### src/rtl/blft_pixel_feeder.sv
// Raster-order pixel streamer: reads an image SRAM, buffers through a 2-entry FIFO.
// Optional FEEDER_CHECKSUM_EN adds a 16-bit frame_sum of all transferred pixels.
module blft_pixel_feeder #(
  parameter int ADDR_W = 16,
  parameter int DATA_W = 8,
  parameter int IMG_W  = 256,
  parameter int IMG_H  = 256
) (
  input  logic              clk,
  input  logic              rst,
  input  logic              start,
  input  logic              out_ready,
  output logic              mem_rd,
  output logic [ADDR_W-1:0] mem_addr,
  input  logic [DATA_W-1:0] mem_rdata,
  output logic              in_valid,
  output logic [ADDR_W-1:0] in_addr,
  output logic [DATA_W-1:0] in_data,
  output logic              busy,
  output logic              done
`ifdef FEEDER_CHECKSUM_EN
  ,
  output logic [15:0]       frame_sum
`endif
);

  localparam int CW = ADDR_W + 1;
  localparam logic [CW-1:0] LAST = CW'(IMG_W * IMG_H - 1);

  typedef enum logic [1:0] {IDLE, RUN, DRAIN, DONE} state_t;

  state_t            state_q, state_d;
  logic [CW-1:0]     rd_cnt_q, rd_cnt_d;
  logic [CW-1:0]     tx_cnt_q, tx_cnt_d;
  logic [1:0]        occ_q, occ_d;
  logic              infl_q, infl_d;
  logic [DATA_W-1:0] fifo0_q, fifo0_d;
  logic [DATA_W-1:0] fifo1_q, fifo1_d;
  logic [DATA_W-1:0] head;
  logic              xfer;
  logic              push;
  logic              pop;

  always_comb begin
    in_valid = (occ_q != 2'd0) || infl_q;
    // Empty FIFO: the read returning this cycle is presented directly.
    head     = (occ_q != 2'd0) ? fifo0_q : mem_rdata;
    xfer     = in_valid && out_ready;
    in_addr  = in_valid ? tx_cnt_q[ADDR_W-1:0] : '0;
    in_data  = in_valid ? head : '0;
    mem_rd   = (state_q == RUN) && ((occ_q + 2'(infl_q)) < 2'd2);
    mem_addr = mem_rd ? rd_cnt_q[ADDR_W-1:0] : '0;
    busy     = (state_q == RUN) || (state_q == DRAIN);
    done     = (state_q == DONE);
    pop      = xfer && (occ_q != 2'd0);
    push     = infl_q && !(xfer && (occ_q == 2'd0));
  end

  always_comb begin
    fifo0_d  = fifo0_q;
    fifo1_d  = fifo1_q;
    if (pop) fifo0_d = fifo1_q;
    if (push) begin
      if ((occ_q - 2'(pop)) == 2'd0) fifo0_d = mem_rdata;
      else fifo1_d = mem_rdata;
    end
    occ_d    = occ_q + 2'(push) - 2'(pop);
    infl_d   = mem_rd;
    rd_cnt_d = rd_cnt_q + CW'(mem_rd);
    tx_cnt_d = tx_cnt_q + CW'(xfer);
    state_d  = state_q;
    unique case (state_q)
      IDLE: begin
        if (start) begin
          state_d  = RUN;
          rd_cnt_d = '0;
          tx_cnt_d = '0;
        end
      end
      RUN:     if (mem_rd && rd_cnt_q == LAST) state_d = DRAIN;
      DRAIN:   if (xfer && tx_cnt_q == LAST) state_d = DONE;
      DONE:    state_d = IDLE;
      default: state_d = IDLE;
    endcase
  end

  always_ff @(posedge clk or negedge rst) begin
    if (!rst) begin
      state_q  <= IDLE;
      rd_cnt_q <= '0;
      tx_cnt_q <= '0;
      occ_q    <= '0;
      infl_q   <= 1'b0;
      fifo0_q  <= '0;
      fifo1_q  <= '0;
    end else begin
      state_q  <= state_d;
      rd_cnt_q <= rd_cnt_d;
      tx_cnt_q <= tx_cnt_d;
      occ_q    <= occ_d;
      infl_q   <= infl_d;
      fifo0_q  <= fifo0_d;
      fifo1_q  <= fifo1_d;
    end
  end

`ifdef FEEDER_CHECKSUM_EN
  logic [15:0] sum_q, sum_d;

  always_comb begin
    sum_d = sum_q;
    if (state_q == IDLE && start) sum_d = '0;
    else if (xfer) sum_d = sum_q + 16'(in_data);
  end

  always_ff @(posedge clk or negedge rst) begin
    if (!rst) sum_q <= '0;
    else sum_q <= sum_d;
  end

  assign frame_sum = sum_q;
`endif

endmodule

### config.mk
export PLATFORM = sky130hd
export DESIGN_NAME = blft_pixel_feeder
export DESIGN_NICKNAME = d
export VERILOG_FILES = /design/src/rtl/blft_pixel_feeder.sv
export SDC_FILE = /design/constraint.sdc
export NUM_CORES = 1
export LEC_CHECK = 0
export BUFFER_PORTS_ARGS = -buffer_cell sky130_fd_sc_hd__buf_2
export CAP_MARGIN = 10
export CORE_UTILIZATION = 49
export DETAILED_ROUTE_END_ITERATION = 8
export GPL_TIMING_DRIVEN = 0
export HOLD_SLACK_MARGIN = 0.05
export PLACE_DENSITY = 0.7
export SETUP_SLACK_MARGIN = 0.4
export SLEW_MARGIN = 20
export SYNTH_ARGS = -nofsm -noshare
export SYNTH_HDL_FRONTEND = slang
export SYNTH_SLANG_ARGS = --single-unit
### constraint.sdc
create_clock -name clk -period 5 [get_ports clk]
set_input_delay 1 -clock clk [delete_from_list [all_inputs] [get_ports clk]]
set_output_delay 1 -clock clk [all_outputs]
set_load 0.01 [all_outputs]
==> results of run 1 <==
[metal layers]
metal / track usage (%) / vias up
met5: 0 / -
met4: 5.00 / 0
met3: 3.37 / 6
met2: 33.8 / 64
met1: 27.5 / 1156
li1: - / 1180
[worst max-delay path, cell delays in order, from the launching register on]
cell      delay (ps)
dfrtp_1          460
nand2_1          110
xor2_1           440
clkbuf_1         350
and2_1           270
ha_1             280
buf_2            170
[layout by cell type (no fill, tap or decap), drive strengths merged, types with 4 or more instances in the layout]
cell	instances
a21oi	4
and3	19
buf	59
clkbuf	18
dfrtp	55
ha	11
inv	6
mux2	9
mux2i	9
nand2	38
nand3	12
nand4	10
nor2	31
nor2b	20
nor3	4
o21ai	21
xnor2	7
xor2	24
[stage by stage]
step	instances	setup slack, ps	hold slack, ps	power [W]
2_1_floorplan	314	2420	479	0.00124
3_3_place_gp	444	1950	486	0.00147
3_5_place_dp	444	1920	493	0.00150
4_1_cts	452	1560	517	0.00177
5_1_grt	452	1410	532	0.00190
6_report	452	1620	514	0.00175
[flip-flops by register name, indices dropped and copies added (netlist names)]
name / flops
fifo0_q: 8
fifo1_q: 8
infl_q: 1
occ_q: 2
rd_cnt_q: 17
state_q: 2
tx_cnt_q: 17
[cell families (layout without fill, tap and decap cells)]
group | Yosys count | count (layout) | share of synthesized area (%)
flops | 55 | 55 | 45.0
mux | 18 | 18 | 6.26
compound gates | 26 | 26 | 4.91
fa+ha+maj | 11 | 11 | 4.50
simple gates | 151 | 151 | 27.4
xor+xnor | 31 | 31 | 8.87
buf+inv | 22 | 85 | 3.07
[area by class of cell]
class	instances	area, um2
tap	75	93.8
clock buffer	6	82.6
sequential	55	1380
multi-input combinational	237	1590
timing repair buffer	55	278
inverter	6	22.5
fill	533	2420
clock inverter	2	16.3
buffer	16	71.3
[power by group]
part | switching [W] | total (W) | internal, W
Combinational | 0.000462 | 0.000804 | 0.000342
Sequential | 0.000101 | 0.000682 | 0.000581
Clock | 0.000147 | 0.000260 | 0.000113
Total | 0.000710 | 0.00175 | 0.00104
[worst max path at each step]
stage,endpoint,slack (ps),cells past startpoint
after global routing,mem_addr[0],1410,6
after CTS,mem_addr[0],1560,6
after floorplan,mem_addr[0],2420,5
final,mem_addr[0],1620,6
after global placement,mem_addr[0],1950,6
after detailed placement,rd_cnt_q[11],1920,10
==> metrics.md, run 1 <==
| Metric | Value |
|---|---|
| Outcome | `finished, final reports clean` |
| Via density per instance | `5.32` |
| Register-to-register path setup slack | `1950 ps` |
| GRT Util Overall | `20.3%` |
| Via count of the first global-routing pass | `2165` |
| Max-cap check violation count | `0` |
| Min cycle time layout | `3380 ps` |
| Total DRC errors in the routed layout | `0` |
| Final Hold Vio Count | `0` |
| Resize count post-CTS | `0` |
| Setup Fix Bufs, Post-CTS | `0` |
| PD cells | `495 nW/um2` |
| I/O Pins | `56` |
| Later-pin clock latency in the skew report | `310 ps` |
| Number of instances in the synthesized netlist | `314` |
| Total overflow reported by the global router | `0` |
| EDFF count, synth | `0` |
| Share of flip-flops with an asynchronous set or reset | `100%` |
| Post-synthesis sequential area ratio | `45.0%` |
| Worst hold path startpoint | `fifo1_q[4]` |
| Hold Path Cell Cnt | `1` |
| Master cell of the clock root buffer | `clkbuf_8` |
| Synth top cells by count | `dfrtp_1 (55), nand2_1 (36), nor2_1 (31), xor2_1 (24)` |
| Initial antenna violation count | `0` |
| Main synth FF type | `dfrtp_1` |
| Die Ht | `81.0 um` |
| Sum of net half-perimeters after detailed placement | `4.40 mm` |
| Avg WL per Cell | `13.7 um` |
| Global-route wire length before repair | `10.2 mm` |
| Lkg Pwr | `1.80 nW` |
| Startpoint of the worst-slack reg-to-reg timing path | `occ_q[0]` |
| Synth area leader | `dfrtp_1` |
| Largest net degree at the start of global routing | `56` |
| R2r worst-path depth | `10` |
| Fraction of post-synthesis cell area in the top cell type by area | `45.0%` |
| Number of nets with antenna violations after routing | `0` |
| Hold Crit Class | `flip-flop to flip-flop` |
| Largest clock skew in the final design | `11.7 ps` |
| Area after DPL | `3430 um2` |
| Hold Path Sink | `fifo1_q[4]` |
| Core occupancy in the finished layout | `59.3%` |
| Number of vias after detailed routing | `2406` |
| Clock-pin slew reported for the worst setup and hold paths after clock tree synthesis | `100 ps` |
| Met3 Routed Length | `270 um` |
| Area grow syn2layout | `15.4%` |
| Final setup TNS | `0 ps` |
| Final RePlAce weighted congestion | `0.800` |
| I/O Buffers | `55` |
| Flop and latch count out of synthesis | `55` |
| Max-slew headroom | `54.4%` |
| Mean instance size in the synthesized netlist | `9.75 um2` |
| Unrepaired setup endpoints after global routing | `no` |
| Post-synth cell types | `36` |
| Fraction of layout instances using a drive strength above 1 | `23.9%` |
| Number of inserted diodes | `0` |
| Final WL | `6.18 mm` |
| Detailed Route Iter0 Violations | `123` |
| Clock sink count | `55` |
| Launch point of the critical path | `occ_q[0]` |
| Starting density of the core | `51.4%` |
| DRT Pass-1 Iters | `4` |
| CTS tree | `yes` |
| NumNets Final | `399` |
| Largest fanout on the critical path | `10` |
| Area contributors post-synth | `dfrtp_1 (45%), xor2_1 (6.9%), ha_1 (4.5%), nand2_1 (4.4%), nor2b_1 (4.1%)` |
| Die area | `6570 um2` |
| Synthesized Nets | `337` |
| Clock buffers created by TritonCTS | `5` |
| Final setup violation count | `0` |
| Maximum ir drop on the vdd rail | `306 uV` |
| Worst slew pin tran | `684 ps` |
| Number of buffers on the longest clock path | `2` |
| Top-count cell post-synth | `dfrtp_1` |
| Crit end category | `output port` |
| Hold-fix buffer count after cts | `0` |
| FMAX | `296 MHz` |
| Die span in x | `81.0 um` |
| Number of placement rows | `28` |
| Critical path class | `flip-flop to output port` |
| Capture point of the worst reg-to-reg path | `rd_cnt_q[11]` |
| Launching element type of the critical path | `flip-flop` |
| Routed length on met2 | `3.00 mm` |
| Std-Cell Core Area | `5960 um2` |
| Final-report max-slew violation count | `0` |
| Post-route cell area | `3530 um2` |
| Topmost layer with routed signal wires | `met4` |
| Final clock period utilization by the worst path | `67.7%` |
| Post-synthesis instance area | `3060 um2` |
| H-tree lvl count | `2` |
| Data required, critical path | `4000 ps` |
| YS warnings | `0` |
| Data arrival time of the critical path | `2380 ps` |
| Detailed-routing wirelength on met1 | `2.85 mm` |
Power figures use the tool's default switching activity.
==> run 2: changes to the inputs <==
Settings changed: ABC_AREA set to 1, PLACE_DENSITY 0.7 to 0.72.
Clock period 5 ns to 2.75 ns, I/O delays scaled along.
==> metrics.md, run 2 <==
| Metric | Value |
|---|---|
| Outcome | `finished, final reports clean` |
| I/O Pins | `56 (unchanged)` |
| Synth top cells by count | `nor2_1 (87), nand2_1 (86), inv_1 (66), dfrtp_1 (55), o21ai_0 (33)` |
| Final-report max-slew violation count | `0 (unchanged)` |
| Die span in x | `82.1 um (+1.3%)` |
| Global-route wire length before repair | `11.6 mm (+14%)` |
| Number of buffers on the longest clock path | `2 (unchanged)` |
| Sequential share of power | `37.7% (-1.4 points)` |
| Final Hold Vio Count | `0 (unchanged)` |
| Largest net degree at the start of global routing | `56 (unchanged)` |
| Std-Cell Core Area | `6060 um2 (+1.8%)` |
| Synthesized Nets | `449 (+33%)` |
| H-tree lvl count | `2 (unchanged)` |
| Switching part of the total power | `41.8% (+1.1 points)` |
| R2r worst-path depth | `12 (+2)` |
| Largest fanout on the critical path | `4 (-6)` |
| Later-pin clock latency in the skew report | `310 ps (about the same)` |
| Hold Crit Class | `input port to async pin` |
| Number of vias after detailed routing | `2902 (+21%)` |
| Post-synthesis instance area | `3140 um2 (+2.6%)` |
| Final setup violation count | `0 (unchanged)` |
| Number of placement rows | `28 (unchanged)` |
| Top-count cell post-synth | `nor2_1` |
| Initial antenna violation count | `0 (unchanged)` |
| Avg WL per Cell | `12.4 um (-9.5%)` |
| Master cell of the clock root buffer | `clkbuf_8` |
| Total DRC errors in the routed layout | `0 (unchanged)` |
| Flop and latch count out of synthesis | `55 (unchanged)` |
| Share of flip-flops with an asynchronous set or reset | `100% (unchanged)` |
| Share of power burned in combinational logic | `46.3% (+0.3 points)` |
| Post-synthesis sequential area ratio | `43.8% (-1.1 points)` |
| Max-slew headroom | `53.8% (-0.62 points)` |
| Largest registers ranked by flip-flop count | `rd_cnt_q (17), tx_cnt_q (17)` |
| Final RePlAce weighted congestion | `0.820 (+2.5%)` |
| Filler-free cell count of the finished design | `573 (+27%)` |
| CTS tree | `yes` |
| Total overflow reported by the global router | `0 (unchanged)` |
| Lkg Pwr | `1.91 nW (+5.7%)` |
| Maximum ir drop on the vdd rail | `476 uV (+56%)` |
| Final WL | `7.09 mm (+15%)` |
| Die Ht | `82.1 um (+1.3%)` |
| Critical path class | `flip-flop to output port` |
| Number of inserted diodes | `0 (unchanged)` |
| Hold-fix buffer count after cts | `0 (unchanged)` |
| Data arrival time of the critical path | `1720 ps (-660 ps)` |
| Sum of net half-perimeters after detailed placement | `5.12 mm (+16%)` |
| Main synth FF type | `dfrtp_1` |
| Internal cell power | `0.00176 W (+70%)` |
| I/O Buffers | `55 (unchanged)` |
| Final clock period utilization by the worst path | `82.6%` |
| Mean instance size in the synthesized netlist | `7.37 um2 (-24%)` |
| Unrepaired setup endpoints after global routing | `yes` |
| GRT Util Overall | `22.5% (+2.2 points)` |
| Most common cell after layout, fill and taps aside | `nor2_1` |
| Area contributors post-synth | `dfrtp_1 (44%), nor2_1 (10%), nand2_1 (10%), inv_1 (7.9%), o21ai_0 (5.3%)` |
| Starting density of the core | `51.8% (+0.43 points)` |
| Data required, critical path | `2200 ps (-1800 ps)` |
| Detailed Route Iter0 Violations | `120 (-2.4%)` |
| Fraction of post-synthesis cell area in the top cell type by area | `43.8% (-1.1 points)` |
| Fraction of layout instances using a drive strength above 1 | `21.3% (-2.6 points)` |
| DRT Pass-1 Iters | `4 (unchanged)` |
| Max-cap check violation count | `0 (unchanged)` |
| Die area | `6730 um2 (+2.5%)` |
| Launching element type of the critical path | `flip-flop` |
| Synth area leader | `dfrtp_1` |
| Post-synth cell types | `32 (-11%)` |
| Area grow syn2layout | `18.7%` |
| Clock buffers created by TritonCTS | `5 (unchanged)` |
| Core occupancy in the finished layout | `61.5% (+2.2 points)` |
| Via density per instance | `5.06 (-4.9%)` |
| PD cells | `810 nW/um2 (+64%)` |
| Worst slew pin tran | `694 ps (+9.24 ps)` |
| Number of nets with antenna violations after routing | `0 (unchanged)` |
| Commonest non-fill, non-tap cells in the layout | `nor2_1 (86), nand2_1 (83), inv_1 (64)` |
| Number of instances in the synthesized netlist | `426 (+36%)` |
| Count of placed standard cells including taps | `556 (+25%)` |
| Crit end category | `output port` |
| NetSw | `0.00126 W (+78%)` |
| Min cycle time layout | `2270 ps` |
| YS warnings | `0 (unchanged)` |
| Clock network fraction of design power | `16.0% (+1.1 points)` |
| NumNets Final | `520 (+30%)` |
| Via count of the first global-routing pass | `2604 (+20%)` |
| EDFF count, synth | `0 (unchanged)` |
| Largest clock skew in the final design | `5.72 ps (-6.01 ps)` |
| Clock-pin slew reported for the worst setup and hold paths after clock tree synthesis | `100 ps (about the same)` |
| Final setup TNS | `0 ps (unchanged)` |
| Clock sink count | `55 (unchanged)` |
| FMAX | `440 MHz` |
-- run 2: power groups by stage --
stage	Combinational, W	Clock [W]	Sequential (W)
finish	0.00140	0.000483	0.00114
detailed placement	0.00129	0	0.00115
floorplan	0.000905	0	0.00112
global placement	0.00124	0	0.00114
CTS	0.00135	0.000491	0.00113
global route	0.00162	0.000524	0.00117
-- run 2: path summary, 6_finish.rpt --
kind	start	to	slack [ps]
max	state_q[1]	mem_addr[0]	480
min	rst	rd_cnt_q[7]	280
max in group asynchronous	rst	tx_cnt_q[14]	2010
min reg2reg	fifo1_q[1]	fifo1_q[1]	520
min in group clk	mem_rdata[5]	fifo0_q[5]	510
max reg2reg	state_q[1]	rd_cnt_q[13]	550
-- run 2: per-stage QoR --
| stage | instance area [um2] | setup slack [ps] | hold slack (ps) | power [W] |
|---|---|---|---|---|
| 2_1_floorplan | 3140 | 653 | 254 | 0.00202 |
| 3_3_place_gp | 3510 | 478 | 482 | 0.00238 |
| 3_5_place_dp | 3510 | 426 | 493 | 0.00243 |
| 4_1_cts | 3650 | 407 | 307 | 0.00298 |
| 5_1_grt | 3730 | 360 | 329 | 0.00331 |
| 6_report | 3730 | 480 | 283 | 0.00302 |
-- run 2: timing repair --
action / CTS / global route
buffers inserted: 5 / 4
setup endpoints to repair: 22 / 35
pin swaps: 2 / 4
gates resized for setup: 1 / 17
-- run 2: kinds of logic after synthesis --
family / share of synthesized area [%]
buffers and inverters: 9.84
AND/OR/NAND/NOR: 29.1
AO/OA/AOI/OAI: 10.9
XOR/XNOR: 1.95
flip-flops: 43.8
adder cells (fa/ha/maj): 4.38
-- run 2: layout make-up --
class	instances	area, um2
Fill cell	556	2330
Multi-Input combinational cell	294	1490
Sequential cell	55	1380
Timing Repair Buffer	64	345
Inverter	68	262
Tap cell	75	93.8
Clock buffer	6	82.6
Buffer	9	63.8
Clock inverter	2	16.3
-- run 2: routing by layer --
layer	GRT usage (%)	vias up	part of all wire [%]	wire length, um
met5	0	-	0	0
met4	6.14	0	1.2	87
met3	3.00	7	4.0	284
li1	-	1471	-	-
met2	38.5	68	49	3470
met1	29.6	1356	46	3250
-- run 2: worst max-delay path, stage by stage, from the launching register on --
cell     delay [ps]
dfrtp_1         450
inv_2            80
ha_1            150
nand2_1          90
nor2_4          160
buf_4           150
ha_2            200
buf_2           140
==> run 3: changes to the inputs <==
Clock period 2.75 ns to 1.95 ns, I/O delays scaled along.
==> metrics.md, run 3 (synthesis results as in run 2) <==
| Metric | Value |
|---|---|
| Data arrival time of the critical path | `1670 ps (-50 ps)` |
| Crit end category | `output port` |
| Std-Cell Core Area | `6060 um2 (unchanged)` |
| Filler-free cell count of the finished design | `615 (+7.3%)` |
| Critical path class | `flip-flop to output port` |
| Clock buffers created by TritonCTS | `5 (unchanged)` |
| Initial antenna violation count | `0 (unchanged)` |
| Post-placement setup slack | `-121 ps (-547 ps)` |
| Largest fanout on the critical path | `3 (-1)` |
| Final clock period utilization by the worst path | `106%` |
| Fillcell total | `346 (-38%)` |
| Master cell of the clock root buffer | `clkbuf_8` |
| Lkg Pwr | `2.35 nW (+23%)` |
| Number of buffers on the longest clock path | `2 (unchanged)` |
| CTS tree | `yes` |
| Maximum ir drop on the vdd rail | `1120 uV (+140%)` |
| Unrepaired setup endpoints after global routing | `yes` |
| Launch point of the critical path | `infl_q` |
| Fraction of layout instances using a drive strength above 1 | `47.8% (+26 points)` |
| Most common cell after layout, fill and taps aside | `nand2_1` |
| Largest net degree at the start of global routing | `56 (unchanged)` |
| Via density per instance | `5.45 (+7.6%)` |
| Final RePlAce weighted congestion | `0.776 (-5.4%)` |
| Count of placed standard cells including taps | `556 (unchanged)` |
| Final setup violation count | `14 (+14)` |
| H-tree lvl count | `2 (unchanged)` |
| Number of vias after detailed routing | `3351 (+15%)` |
| GRT Util Overall | `26.7% (+4.2 points)` |
| Die span in x | `82.1 um (unchanged)` |
| Startpoint of the worst-slack reg-to-reg timing path | `infl_q` |
| NumNets Final | `562 (+8.1%)` |
| Area grow syn2layout | `59.4%` |
| Max-cap check violation count | `0 (unchanged)` |
| Commonest non-fill, non-tap cells in the layout | `nand2_1 (59), inv_1 (54), dfrtp_1 (51)` |
| Starting density of the core | `51.8% (unchanged)` |
| Total DRC errors in the routed layout | `0 (unchanged)` |
| Die area | `6730 um2 (unchanged)` |
| Sum of net half-perimeters after detailed placement | `5.15 mm (+0.70%)` |
| DRT Pass-1 Iters | `5 (+1)` |
| Final WL | `10.0 mm (+41%)` |
| Data required, critical path | `1560 ps (-640 ps)` |
| Total overflow reported by the global router | `0 (unchanged)` |
| Largest clock skew in the final design | `7.70 ps (+1.98 ps)` |
| PD cells | `1230 nW/um2 (+52%)` |
| Final-report max-slew violation count | `0 (unchanged)` |
| Number of nets with antenna violations after routing | `0 (unchanged)` |
| Number of inserted diodes | `0 (unchanged)` |
| Core occupancy in the finished layout | `82.6% (+21 points)` |
| Worst hold slack | `123 ps (-160 ps)` |
| Largest registers ranked by flip-flop count | `rd_cnt_q (17), tx_cnt_q (17)` |
| FMAX | `486 MHz` |
| Min cycle time layout | `2060 ps` |
| Launching element type of the critical path | `flip-flop` |
| Violations in the final reports | `setup timing` |
| Die Ht | `82.1 um (unchanged)` |
| Number of placement rows | `28 (unchanged)` |
| Global-route wire length before repair | `13.6 mm (+17%)` |
| I/O Buffers | `55 (unchanged)` |
| Via count of the first global-routing pass | `2898 (+11%)` |
| Clock sink count | `55 (unchanged)` |
| Total Power Consumption | `0.00616 W (+100%)` |
| Max-slew headroom | `51.7% (-2.1 points)` |
| Later-pin clock latency in the skew report | `320 ps (about the same)` |
| Final Hold Vio Count | `0 (unchanged)` |
| I/O Pins | `56 (unchanged)` |
| Worst slew pin tran | `725 ps (+31.2 ps)` |
| Detailed Route Iter0 Violations | `231 (+93%)` |
| Hold-fix buffer count after cts | `0 (unchanged)` |
| Clock-pin slew reported for the worst setup and hold paths after clock tree synthesis | `110 ps (about the same)` |
| Hold Crit Class | `input port to async pin` |
| Setup ws final | `-108 ps (-588 ps)` |
| Avg WL per Cell | `16.3 um (+32%)` |
| Outcome | `finished, violations left` |
==> run 3: cell count changes in the layout (fill, tap and decap cells not counted), sizes merged <==
cell,previous run,this run
buf,69,112
clkbuf,10,11
clkinvlp,2,1
clkinv,1,0
==> run 3: layout make-up <==
type	instances	area [um2]	share of cell area, %
Clock buffer	8	100	2.00
Sequential cell	55	1380	27.6
Multi-Input combinational cell	294	2070	41.4
Inverter	68	279	5.57
Tap cell	75	93.8	1.87
Timing Repair Buffer	106	963	19.2
Buffer	9	114	2.27
==> run 3: worst max-delay path, stage by stage, from the launching register on <==
cell	delay (ps)
dfrtp_1	410
buf_6	130
nand2_4	80
nand2_4	60
nand2_4	70
nor2_4	40
buf_6	130
ha_4	170
buf_4	140
buf_6	110
==> run 3: through the flow <==
| stage | setup TNS [ps] | area, um2 |
|---|---|---|
| floorplan | 0 | 3330 |
| global placement | -683 | 3690 |
| detailed placement | -1110 | 3700 |
| CTS | 0 | 4490 |
| global route | -1960 | 5010 |
| finish | -283 | 5010 |
==> run 3: worst paths after layout <==
| path | endpoint | slack, ps | depth (start not counted) |
|---|---|---|---|
| hold reg to reg | tx_cnt_q[13] | 540 | 1 |
| max in group asynchronous | state_q[0] | 1310 | 1 |
| setup / recovery | mem_addr[0] | -110 | 9 |
| setup reg to reg | rd_cnt_q[15] | -60 | 13 |
| min in group clk | fifo0_q[3] | 320 | 3 |
| hold / removal | rd_cnt_q[6] | 120 | 1 |
==> run 3: per-layer routing <==
layer | part of all wire [%] | routed length (um) | global-route usage (%)
met3 | 5.3 | 531 | 4.56
met1 | 39 | 3950 | 34.7
met4 | 2.9 | 289 | 8.07
met5 | 0 | 0 | 0
met2 | 52 | 5250 | 45.4
==> run 3: repair_timing <==
action	4_1_cts	5_1_grt
setup buffers	31	15
setup endpoints to repair	79	98
resized for setup	106	106
cloned	3	2
pin swaps	26	27
==> run 3: power breakdown <==
group	switching (W)	internal (W)
combinational	0.00194	0.00179
sequential	0.000292	0.00141
clock	0.000403	0.000326
total	0.00263	0.00353
